`src/rtl/pcie_tlp_rx_router.sv`:
```
// rtl/pcie_tlp_rx_router.sv - TLP RX router: steers requests/completions, drops the rest, keeps stats
`timescale 1ns/1ps

module pcie_tlp_rx_router_skid #(
  parameter int W = 262
) (
  input  logic         clk,
  input  logic         reset_n,
  input  logic         i_push,
  input  logic [W-1:0] i_beat,
  output logic         o_ready,
  output logic         o_valid,
  output logic [W-1:0] o_beat,
  input  logic         i_ready
);
  logic [W-1:0] r_e0;
  logic [W-1:0] r_e1;
  logic [1:0]   r_cnt;
  logic         r_full;
  logic         w_push;
  logic         w_pop;
  logic [1:0]   w_cnt_nxt;

  assign w_pop     = (r_cnt != 2'd0) & i_ready;
  assign w_push    = i_push & ~r_full;
  assign w_cnt_nxt = r_cnt + {1'b0, w_push} - {1'b0, w_pop};

  always_ff @(posedge clk) begin
    if (!reset_n) begin
      r_e0   <= '0;
      r_e1   <= '0;
      r_cnt  <= 2'd0;
      r_full <= 1'b0;
    end else begin
      // r_e0 is always the head; push while full cannot happen since ready is low
      if (w_pop) begin
        if (r_cnt == 2'd2) r_e0 <= r_e1;
        else if (w_push)   r_e0 <= i_beat;
      end else if (w_push) begin
        if (r_cnt == 2'd0) r_e0 <= i_beat;
        else               r_e1 <= i_beat;
      end
      r_cnt  <= w_cnt_nxt;
      r_full <= (w_cnt_nxt == 2'd2);
    end
  end

  assign o_ready = ~r_full;
  assign o_valid = (r_cnt != 2'd0);
  assign o_beat  = r_e0;
endmodule

module pcie_tlp_rx_router #(
  parameter int CNT_W = 16
) (
  input  logic             clk,
  input  logic             reset_n,
  input  logic [255:0]     in_data,
  input  logic [2:0]       in_empty,
  input  logic             in_startofpacket,
  input  logic             in_endofpacket,
  input  logic             in_error,
  input  logic             in_valid,
  output logic             in_ready,
  output logic [255:0]     req_data,
  output logic [2:0]       req_empty,
  output logic             req_startofpacket,
  output logic             req_endofpacket,
  output logic             req_error,
  output logic             req_valid,
  input  logic             req_ready,
  output logic [255:0]     cpl_data,
  output logic [2:0]       cpl_empty,
  output logic             cpl_startofpacket,
  output logic             cpl_endofpacket,
  output logic             cpl_error,
  output logic             cpl_valid,
  input  logic             cpl_ready,
  output logic [CNT_W-1:0] req_pkt_count,
  output logic [CNT_W-1:0] cpl_pkt_count,
  output logic [CNT_W-1:0] drop_count,
  output logic [CNT_W-1:0] framing_err_count
);
  typedef enum logic [1:0] {S_IDLE, S_FWD_REQ, S_FWD_CPL, S_DROP} state_t;
  typedef enum logic [1:0] {C_REQ, C_CPL, C_DROP} cls_t;

  state_t           r_state;
  state_t           w_state_nxt;
  cls_t             w_cls;
  logic             w_rdy;
  logic             w_acc;
  logic             w_req_push;
  logic             w_cpl_push;
  logic             w_force_close;
  logic             w_inc_req;
  logic             w_inc_cpl;
  logic             w_inc_drop;
  logic             w_inc_frm;
  logic             w_req_buf_rdy;
  logic             w_cpl_buf_rdy;
  logic [261:0]     w_fwd_beat;
  logic [261:0]     w_req_beat;
  logic [261:0]     w_cpl_beat;
  logic [CNT_W-1:0] r_req_cnt;
  logic [CNT_W-1:0] r_cpl_cnt;
  logic [CNT_W-1:0] r_drop_cnt;
  logic [CNT_W-1:0] r_frm_cnt;

  always_comb begin
    w_cls = C_DROP;
    if (!in_error) begin
      if (in_data[28:24] == 5'b00000)      w_cls = C_REQ;
      else if (in_data[28:24] == 5'b01010) w_cls = C_CPL;
    end
  end

  always_comb begin
    w_rdy = 1'b1;
    case (r_state)
      S_IDLE: begin
        if (in_startofpacket) begin
          if (w_cls == C_REQ)      w_rdy = w_req_buf_rdy;
          else if (w_cls == C_CPL) w_rdy = w_cpl_buf_rdy;
        end
      end
      S_FWD_REQ: w_rdy = w_req_buf_rdy;
      S_FWD_CPL: w_rdy = w_cpl_buf_rdy;
      default:   w_rdy = 1'b1;
    endcase
  end

  assign in_ready = reset_n & w_rdy;
  assign w_acc    = in_valid & in_ready;

  always_ff @(posedge clk) begin
    if (!reset_n) r_state <= S_IDLE;
    else          r_state <= w_state_nxt;
  end

  always_comb begin
    w_state_nxt = r_state;
    if (w_acc) begin
      case (r_state)
        S_IDLE: begin
          if (in_startofpacket && !in_endofpacket) begin
            if (w_cls == C_REQ)      w_state_nxt = S_FWD_REQ;
            else if (w_cls == C_CPL) w_state_nxt = S_FWD_CPL;
            else                     w_state_nxt = S_DROP;
          end
        end
        S_FWD_REQ, S_FWD_CPL: begin
          if (in_startofpacket || in_endofpacket) w_state_nxt = S_IDLE;
        end
        default: begin
          if (in_endofpacket) w_state_nxt = S_IDLE;
        end
      endcase
    end
  end

  always_comb begin
    w_req_push    = 1'b0;
    w_cpl_push    = 1'b0;
    w_force_close = 1'b0;
    w_inc_req     = 1'b0;
    w_inc_cpl     = 1'b0;
    w_inc_drop    = 1'b0;
    w_inc_frm     = 1'b0;
    if (w_acc) begin
      case (r_state)
        S_IDLE: begin
          if (in_startofpacket) begin
            w_req_push = (w_cls == C_REQ);
            w_cpl_push = (w_cls == C_CPL);
            w_inc_req  = (w_cls == C_REQ);
            w_inc_cpl  = (w_cls == C_CPL);
            w_inc_drop = (w_cls == C_DROP);
          end else begin
            w_inc_frm = 1'b1;
          end
        end
        S_FWD_REQ, S_FWD_CPL: begin
          w_req_push    = (r_state == S_FWD_REQ);
          w_cpl_push    = (r_state == S_FWD_CPL);
          // An SOP inside an open packet closes it with an error-flagged EOP
          w_force_close = in_startofpacket;
          w_inc_frm     = in_startofpacket;
        end
        default: w_inc_frm = in_startofpacket;
      endcase
    end
  end

  assign w_fwd_beat = w_force_close ? {in_data, 3'b000, 1'b0, 1'b1, 1'b1}
                                    : {in_data, in_empty, in_startofpacket, in_endofpacket, in_error};

  pcie_tlp_rx_router_skid #(.W(262)) u_req_buf (
    .clk     (clk),
    .reset_n (reset_n),
    .i_push  (w_req_push),
    .i_beat  (w_fwd_beat),
    .o_ready (w_req_buf_rdy),
    .o_valid (req_valid),
    .o_beat  (w_req_beat),
    .i_ready (req_ready)
  );

  pcie_tlp_rx_router_skid #(.W(262)) u_cpl_buf (
    .clk     (clk),
    .reset_n (reset_n),
    .i_push  (w_cpl_push),
    .i_beat  (w_fwd_beat),
    .o_ready (w_cpl_buf_rdy),
    .o_valid (cpl_valid),
    .o_beat  (w_cpl_beat),
    .i_ready (cpl_ready)
  );

  assign {req_data, req_empty, req_startofpacket, req_endofpacket, req_error} = w_req_beat;
  assign {cpl_data, cpl_empty, cpl_startofpacket, cpl_endofpacket, cpl_error} = w_cpl_beat;

  always_ff @(posedge clk) begin
    if (!reset_n) begin
      r_req_cnt  <= '0;
      r_cpl_cnt  <= '0;
      r_drop_cnt <= '0;
      r_frm_cnt  <= '0;
    end else begin
      if (w_inc_req  && (r_req_cnt  != {CNT_W{1'b1}})) r_req_cnt  <= r_req_cnt  + 1'b1;
      if (w_inc_cpl  && (r_cpl_cnt  != {CNT_W{1'b1}})) r_cpl_cnt  <= r_cpl_cnt  + 1'b1;
      if (w_inc_drop && (r_drop_cnt != {CNT_W{1'b1}})) r_drop_cnt <= r_drop_cnt + 1'b1;
      if (w_inc_frm  && (r_frm_cnt  != {CNT_W{1'b1}})) r_frm_cnt  <= r_frm_cnt  + 1'b1;
    end
  end

  assign req_pkt_count     = r_req_cnt;
  assign cpl_pkt_count     = r_cpl_cnt;
  assign drop_count        = r_drop_cnt;
  assign framing_err_count = r_frm_cnt;
endmodule

```
`config.mk`:
```
export PLATFORM = sky130hd
export DESIGN_NAME = pcie_tlp_rx_router
export DESIGN_NICKNAME = d
export VERILOG_FILES = /design/src/rtl/pcie_tlp_rx_router.sv
export SDC_FILE = /design/constraint.sdc
export NUM_CORES = 2
export LEC_CHECK = 0
export CAP_MARGIN = 10
export CORE_AREA = 2 2 336 338
export CTS_CLUSTER_DIAMETER = 60
export DETAILED_ROUTE_END_ITERATION = 8
export DIE_AREA = 0 0 338 340
export GPL_TIMING_DRIVEN = 0
export HOLD_SLACK_MARGIN = 0.12
export PLACE_DENSITY = 0.68
export SYNTH_ARGS = -nofsm -noshare
export SYNTH_HDL_FRONTEND = slang
export SYNTH_SLANG_ARGS = --single-unit
```
`constraint.sdc`:
```
create_clock -name clk -period 2.7 [get_ports clk]
set_clock_uncertainty 0.2 [all_clocks]
set_input_delay 0.405 -clock clk [delete_from_list [all_inputs] [get_ports clk]]
set_output_delay 0.405 -clock clk [all_outputs]
set_load 0.1 [all_outputs]
```
### After elaboration in Yosys (flattened, before gate mapping)

Cells that the tools add are included.

| storage, ports and cells | value |
|---|---|
| logic and storage cells | 117 |
| bits of input ports | 267 |
| output and inout port bits | 591 |
| register bits | 1120 |

| operators by class | value |
|---|---|
| eq/ne operators | 15 |
| bitwise logic cells | 12 |
| reductions and logical operators | 27 |
| multiplexer cells | 42 |
| $add $sub $neg | 8 |

Operators by type and width:

| operator | count |
|---|---|
| 262-bit 2-to-1 mux | 10 |
| 16-bit by 1-bit adder with 16-bit output (second input constant) | 4 |
| 16-bit inequality test (second input constant) | 4 |
| 1-bit 2-to-1 mux | 20 |
| 2-bit nonzero test | 8 |
| 2-bit 2-to-1 mux | 7 |
| 2-bit equality test (second input constant) | 6 |
| 3-bit AND reduction | 4 |
| 2-bit zero test | 4 |
| 1-bit bitwise AND | 6 |
| 6-bit 2-to-1 mux | 1 |
| 1-bit inverter | 6 |
| 5-bit by 4-bit equality test with 1-bit output (second input constant) | 1 |
| 1-bit logical AND | 5 |
| 5-bit zero test | 1 |
| 2-bit by 1-bit adder with 2-bit output | 2 |
| 2-bit by 1-bit equality test with 1-bit output (second input constant) | 2 |
| 2-bit inequality test (second input constant) | 2 |
| 1-bit one-hot mux with 2 select lines | 2 |
| 2-bit one-hot mux with 2 select lines | 1 |
| 4-bit AND reduction | 1 |
| 2-bit by 1-bit subtractor with 2-bit output | 2 |
| 1-bit one-hot mux with 3 select lines | 1 |
| 3-bit nonzero test | 1 |
| 3 further kinds | 3 |

### Depth between registers and ports, before layout

| logic depth | value |
|---|---|
| depth in word-level cells | 16 |
| mapped depth | 12 |
| gate-level depth less buffers | 11 |

### Cells and area by module

A second synthesis with hierarchy kept.

| unflattened totals | value |
|---|---|
| cells, all modules | 5890 |
| area total of the unflattened synthesis | 48786.8 um^2 |

By module, submodules not included:

| module | area each (um^2) | cells an instance | sequential area each (um^2) | times used |
|---|---|---|---|---|
| pcie_tlp_rx_router_skid at u_req_buf | 22630.5 | 2731 | 10550.1 | 1 |
| pcie_tlp_rx_router_skid at u_cpl_buf | 22597.9 | 2731 | 10550.1 | 1 |
| pcie_tlp_rx_router | 3558.4 | 428 | 1321.3 | 1 |

### Worst setup path after synthesis

Ideal clock, no wire load.

| path | value |
|---|---|
| path kind | input to output |
| from | input port reset_n |
| to | output port in_ready |
| stages on the path | 5 |
| setup slack | -0.402 ns |
| data required time | 2.095 ns |
| buffers on the path | 3 |
| arrival time | 2.497 ns |
| cell sequence | inv_2 clkbuf_1 clkbuf_1 clkbuf_1 a21oi_1 |

| on the way | value |
|---|---|
| cells in the longest elaborated chain, start to end | 1 |

Ends and longest elaborated chain:

| element | RTL line | text |
|---|---|---|
| start, declared | 57 | `input logic reset_n,` |
| 1-bit bitwise AND | 132 | `assign in_ready = reset_n & w_rdy;` |
| end, declared | 64 | `output logic in_ready,` |

No other way between the ends.

### Final worst setup path

| path | value |
|---|---|
| from | register u_req_buf.r_full |
| to | register u_req_buf.r_e0[113] (netlist: u_req_buf.o_beat[113]) |

| on the way | value |
|---|---|
| cells in the longest elaborated chain, start to end | 10 |
| elaborated cells on any way between the ends | 11 |
| classes of those cells | 4 x mux; 4 x bitwise; 3 x reduce/logical |

Ends and longest elaborated chain:

| element | RTL line | text |
|---|---|---|
| start, declared | 19 | `logic r_full;` |
| start signal, assigned | 44 | `r_full <= (w_cnt_nxt == 2'd2);` |
| 1-bit inverter * | 25, 48 |  |
| 1-bit 2-to-1 mux | 122 | `if (w_cls == C_REQ) w_rdy = w_req_buf_rdy;` |
| 1-bit 2-to-1 mux | 121 | `if (in_startofpacket) begin` |
| 1-bit one-hot mux with 3 select lines | 119 | `case (r_state)` |
| 1-bit bitwise AND | 132 |  |
| 1-bit bitwise AND | 133 | `assign w_acc = in_valid & in_ready;` |
| 1-bit 2-to-1 mux | 169 | `if (w_acc) begin` |
| 1-bit bitwise AND * | 25 | `assign w_push = i_push & ~r_full;` |
| 2-bit nonzero test (no source line) | - |  |
| 3-bit AND reduction (no source line) * | - |  |
| end signal, assigned | 37 | `if (r_cnt == 2'd2) r_e0 <= r_e1;` |
| end signal, assigned | 38 | `else if (w_push) r_e0 <= i_beat;` |
| end signal, assigned | 40 | `if (r_cnt == 2'd0) r_e0 <= i_beat;` |
| end, declared | 16 | `logic [W-1:0] r_e0;` |

Every way passes the cells marked *; elsewhere a longest branch is shown, timed or not.
A chain may end at the register's enable or synchronous reset.

==> metrics.csv <==
stage,metric,value,unit
critical_path,Worst Setup End Kind,flop,
die,IO Pins,858,
critical_path,WP buf/inv,5,
die,CORE AREA,112000,µm²
global_route,grt total ovfl,0,
cells_and_area,final net count,7201,
power,power share of the combinational group,34.7,%
power,Peak VDD IR,0.000670,V
clocking,Worst-path clk slew,0.06,ns
global_route,GRT Overall Usage,32.7,%
power,Switch Pwr,21300,µW
sta,endpoints failing setup,1459,
synthesis,Synth top cells by count,"nand2_1 (2098), dfxtp_1 (1120), a21oi_1 (554), o21a_1 (516), a41oi_1 (513)",
critical_path,CP max FO,7,
place,port bufs,855,
synthesis,Netlist cell types,53,
critical_path,crit path from,u_req_buf.r_full,
cells_and_area,footprint of the multi-input gates,23100,µm²
place,routability cong.,0.929,
synthesis,"count leader, synth",nand2_1,
cells_and_area,Util after Layout,60.8,%
cells_and_area,Area Growth Syn to Fin,46.5,%
hold_path,worst hold path class,in -> reg,
critical_path,worst reg2reg startpoint,u_req_buf.r_full,
routing,total wire length,202000,µm
sta,max-slew violations,0,
power,clock network fraction of design power,31.1,%
sta,period utilization,110,%
clocking,H-tree levels,3,
routing,remaining antenna violation count,0,
critical_path,crit path launch type,flop,
global_route,largest net degree at the start of global routing,16,
synthesis,ys flop type,dfxtp_1,
critical_path,CP Capture Point,u_req_buf.o_beat[113],
die,die area,115000,µm²
routing,via/cell ratio,5.73,
power,sequential share of power,34.2,%
clocking,CTS Buf Count,119,
power,Internal,32700,µW
critical_path,family with the most delay on the worst path,compound AO/OA/AOI/OAI gates,
critical_path,CP max stage delay,0.40,ns
cells_and_area,layout cells sized above 1,13.4,%
die,number of core rows,123,
routing,via count,48947,
clocking,CTS Root Buffer Type,clkbuf_16,
cells_and_area,Sequential cell area,22400,µm²
die,Initial Utilization,41.5,%
sta,worst slew pin tran,1.35,ns
status,failing checks,setup timing,
critical_path,FF-to-FF setup slack,-0.27,ns
routing,DR WL/cell,23.7,µm
sta,Fin. Hold Viols,0,
synthesis,sequential fraction of the synthesis area,48.5,%
clocking,clock latency on the worst-skew pair,0.73,ns
status,status,"finished, violations left",
critical_path,CP max-delay cell,or3b_4,
sta,Max Clk Rate,0.337,GHz
clocking,clk buf depth,3,
synthesis,synthesized flop and latch total,1120,
clocking,# clock sinks,1120,
critical_path,crit path DAT,3.37,ns
power,Sw Share,39.4,%
die,die height,340,µm
power,power density cells,796,nW/µm²
sta,Setup TNS,-183.46,ns
die,Die Wd,338,µm
critical_path,worst reg-to-reg path cell count,11,
sta,worst setup margin,-0.267,ns
flow_run,Max-cap violations,0,
routing,drt pass-1 iters,6,
clocking,CTS tree,done,
power,Static Leakage,0.0250,µW
sta,Rel. slew slack,10.2,%
global_route,global-route wire length before repair,286000,µm
synthesis,Post-synth EDFFs,0,
critical_path,required time worst endpoint,3.10,ns
cells_and_area,fillers,9569,
synthesis,"Net Count, Synth",5995,
sta,Tmin final,2.97,ns
synthesis,synth top area cells,"dfxtp_1 (48%), nand2_1 (17%), a41oi_1 (9.7%), o21a_1 (8.4%), a21oi_1 (6.0%)",
synthesis,dominant cell type by area after synthesis,dfxtp_1,
routing,# DRC,0,
sta,hold_ws,0.154,ns
place,dpl hpwl,142000,µm
sta,RSZ-0062 raised after global routing,yes,
synthesis,post-synthesis async set-or-reset flop share,0,%
critical_path,Worst path most repeated cell,buf_12,
synthesis,Yosys top cell area share,48.5,%
synthesis,cell count after synthesis,5716,
global_route,vias in the first global route,45073,
synthesis,post-synthesis area per instance,8.09,µm²
synthesis,number of synthesis warnings,0,
critical_path,reg2reg end,u_req_buf.o_beat[113],
global_route,initial antenna violation count,33,
routing,initial DRC count,4395,
synthesis,Netlist Area Pre-Place,46300,µm²
critical_path,Crit path depth,11,
power,total power,53900,µW
critical_path,crit path cell chain,or3b_4 > a2111oi_4 > a21o_4 > buf_6 > o31ai_4 > or2_4 > buf_8 > buf_12 > buf_12 > buf_16 > o21a_1,
critical_path,Crit Path Class,reg -> reg,
## sequential cells by signal, indices dropped and copies added, names as in the netlist
| register | cells |
|---|---|
| u_req_buf.r_cnt | 2 |
| cpl_pkt_count | 16 |
| u_req_buf.o_beat | 262 |
| r_state | 2 |
| u_cpl_buf.o_beat | 262 |
| u_cpl_buf.r_cnt | 2 |
| u_req_buf.r_full | 1 |
| u_cpl_buf.r_full | 1 |
| drop_count | 16 |
| req_pkt_count | 16 |
| framing_err_count | 16 |
| u_cpl_buf.r_e1 | 262 |
| u_req_buf.r_e1 | 262 |
## cell families (layout without fill, tap and decap cells)
family,after synthesis,in the layout,synth area share [%]
XOR/XNOR,42,42,0.795
AO/OA/AOI/OAI,1635,1635,25.0
multiplexers,7,7,0.151
buffers and inverters,548,1851,5.25
flip-flops,1120,1120,48.5
adder cells (fa/ha/maj),12,12,0.324
other,0,16,0
AND/OR/NAND/NOR,2352,2352,20.0
## metrics by stage
stage,area (µm²),instances,worst slack (ns)
finish,67800,8535,-0.267
global route,67800,8532,-0.319
CTS,65200,8456,-0.252
detailed placement,56900,8077,-2.64
global placement,56800,8071,-2.63
floorplan,46300,5716,-0.0701
## power groups by stage
stage               clock (µW)  combinational, µW  sequential [µW]
floorplan                    0               3730            26300
global placement             0              16200            18700
detailed placement           0              16300            18800
CTS                      16900              18000            18400
global route             17600              19200            18500
finish                   16800              18700            18400
## routing by layer
layer	part of all wire, %	GRT usage (%)	vias to the layer above	wire length [µm]
met5	0.088	0	-	177
met4	5.3	15.1	24	10800
met3	9.5	8.43	522	19200
met2	46	52.3	2412	92500
met1	39	41.1	23676	79600
li1	-	-	22313	-
## what timing repair did
action | in CTS | in global routing
endpoints found under the setup margin | 1706 | 1577
cloned | 43 | 35
pin swaps | 37 | 38
hold buffers | 62 | 1
buffers inserted | 56 | 43
hold endpoints to repair | 101 | 4
gates resized for setup | 783 | 576
## how the worst min path moves through the flow
stage                   startpoint             endpoint  slack (ns)  cells past startpoint
6_report               in_data[58]   u_req_buf.r_e1[64]        0.15                      3
5_1_grt               in_data[125]  u_cpl_buf.r_e1[131]        0.15                      3
4_1_cts                in_data[25]   u_cpl_buf.r_e1[31]       -0.24                      3
3_5_place_dp   u_cpl_buf.r_e1[100]  u_cpl_buf.r_e1[100]        0.25                      2
3_3_place_gp   u_req_buf.r_e1[174]  u_req_buf.r_e1[174]        0.24                      2
2_1_floorplan  u_cpl_buf.r_e1[100]  u_cpl_buf.r_e1[100]        0.24                      2
## cells in the final DEF (no fill, tap or decap), types with 63 or more instances in the layout
cell type	Yosys	layout
clkbuf_8	0	64
a41oi_2	0	106
nand2_1	2098	2047
a41oi_1	513	399
dfxtp_1	1120	1106
dlygate4sd3_1	0	63
clkdlybuf4s50_1	0	698
clkbuf_1	384	251
dlygate4sd2_1	0	123
o21a_1	516	516
nor2_1	73	70
clkbuf_16	0	174
a21oi_1	554	507
buf_4	22	113
## cell type report
class / instances / share of cell area [%]
sequential: 1120 / 33.1
inverter: 14 / 0.0849
clock inverter: 29 / 0.504
timing repair buffer: 1092 / 17.7
antenna: 16 / 0.0591
clock buffer: 189 / 5.39
multi-input combinational: 4048 / 34.0
buffer: 527 / 6.30
tap: 1500 / 2.77
## worst register-to-register path, cell delays in order, from the launching register on
cell and delay (ns):
dfxtp_4 0.35, or3b_4 0.40, a2111oi_4 0.40, a21o_4 0.23
buf_6 0.13, o31ai_4 0.06, or2_4 0.33, buf_8 0.15
buf_12 0.16, buf_12 0.15, buf_16 0.12, o21a_1 0.16
Note: power is estimated with default switching activity, not from simulation.
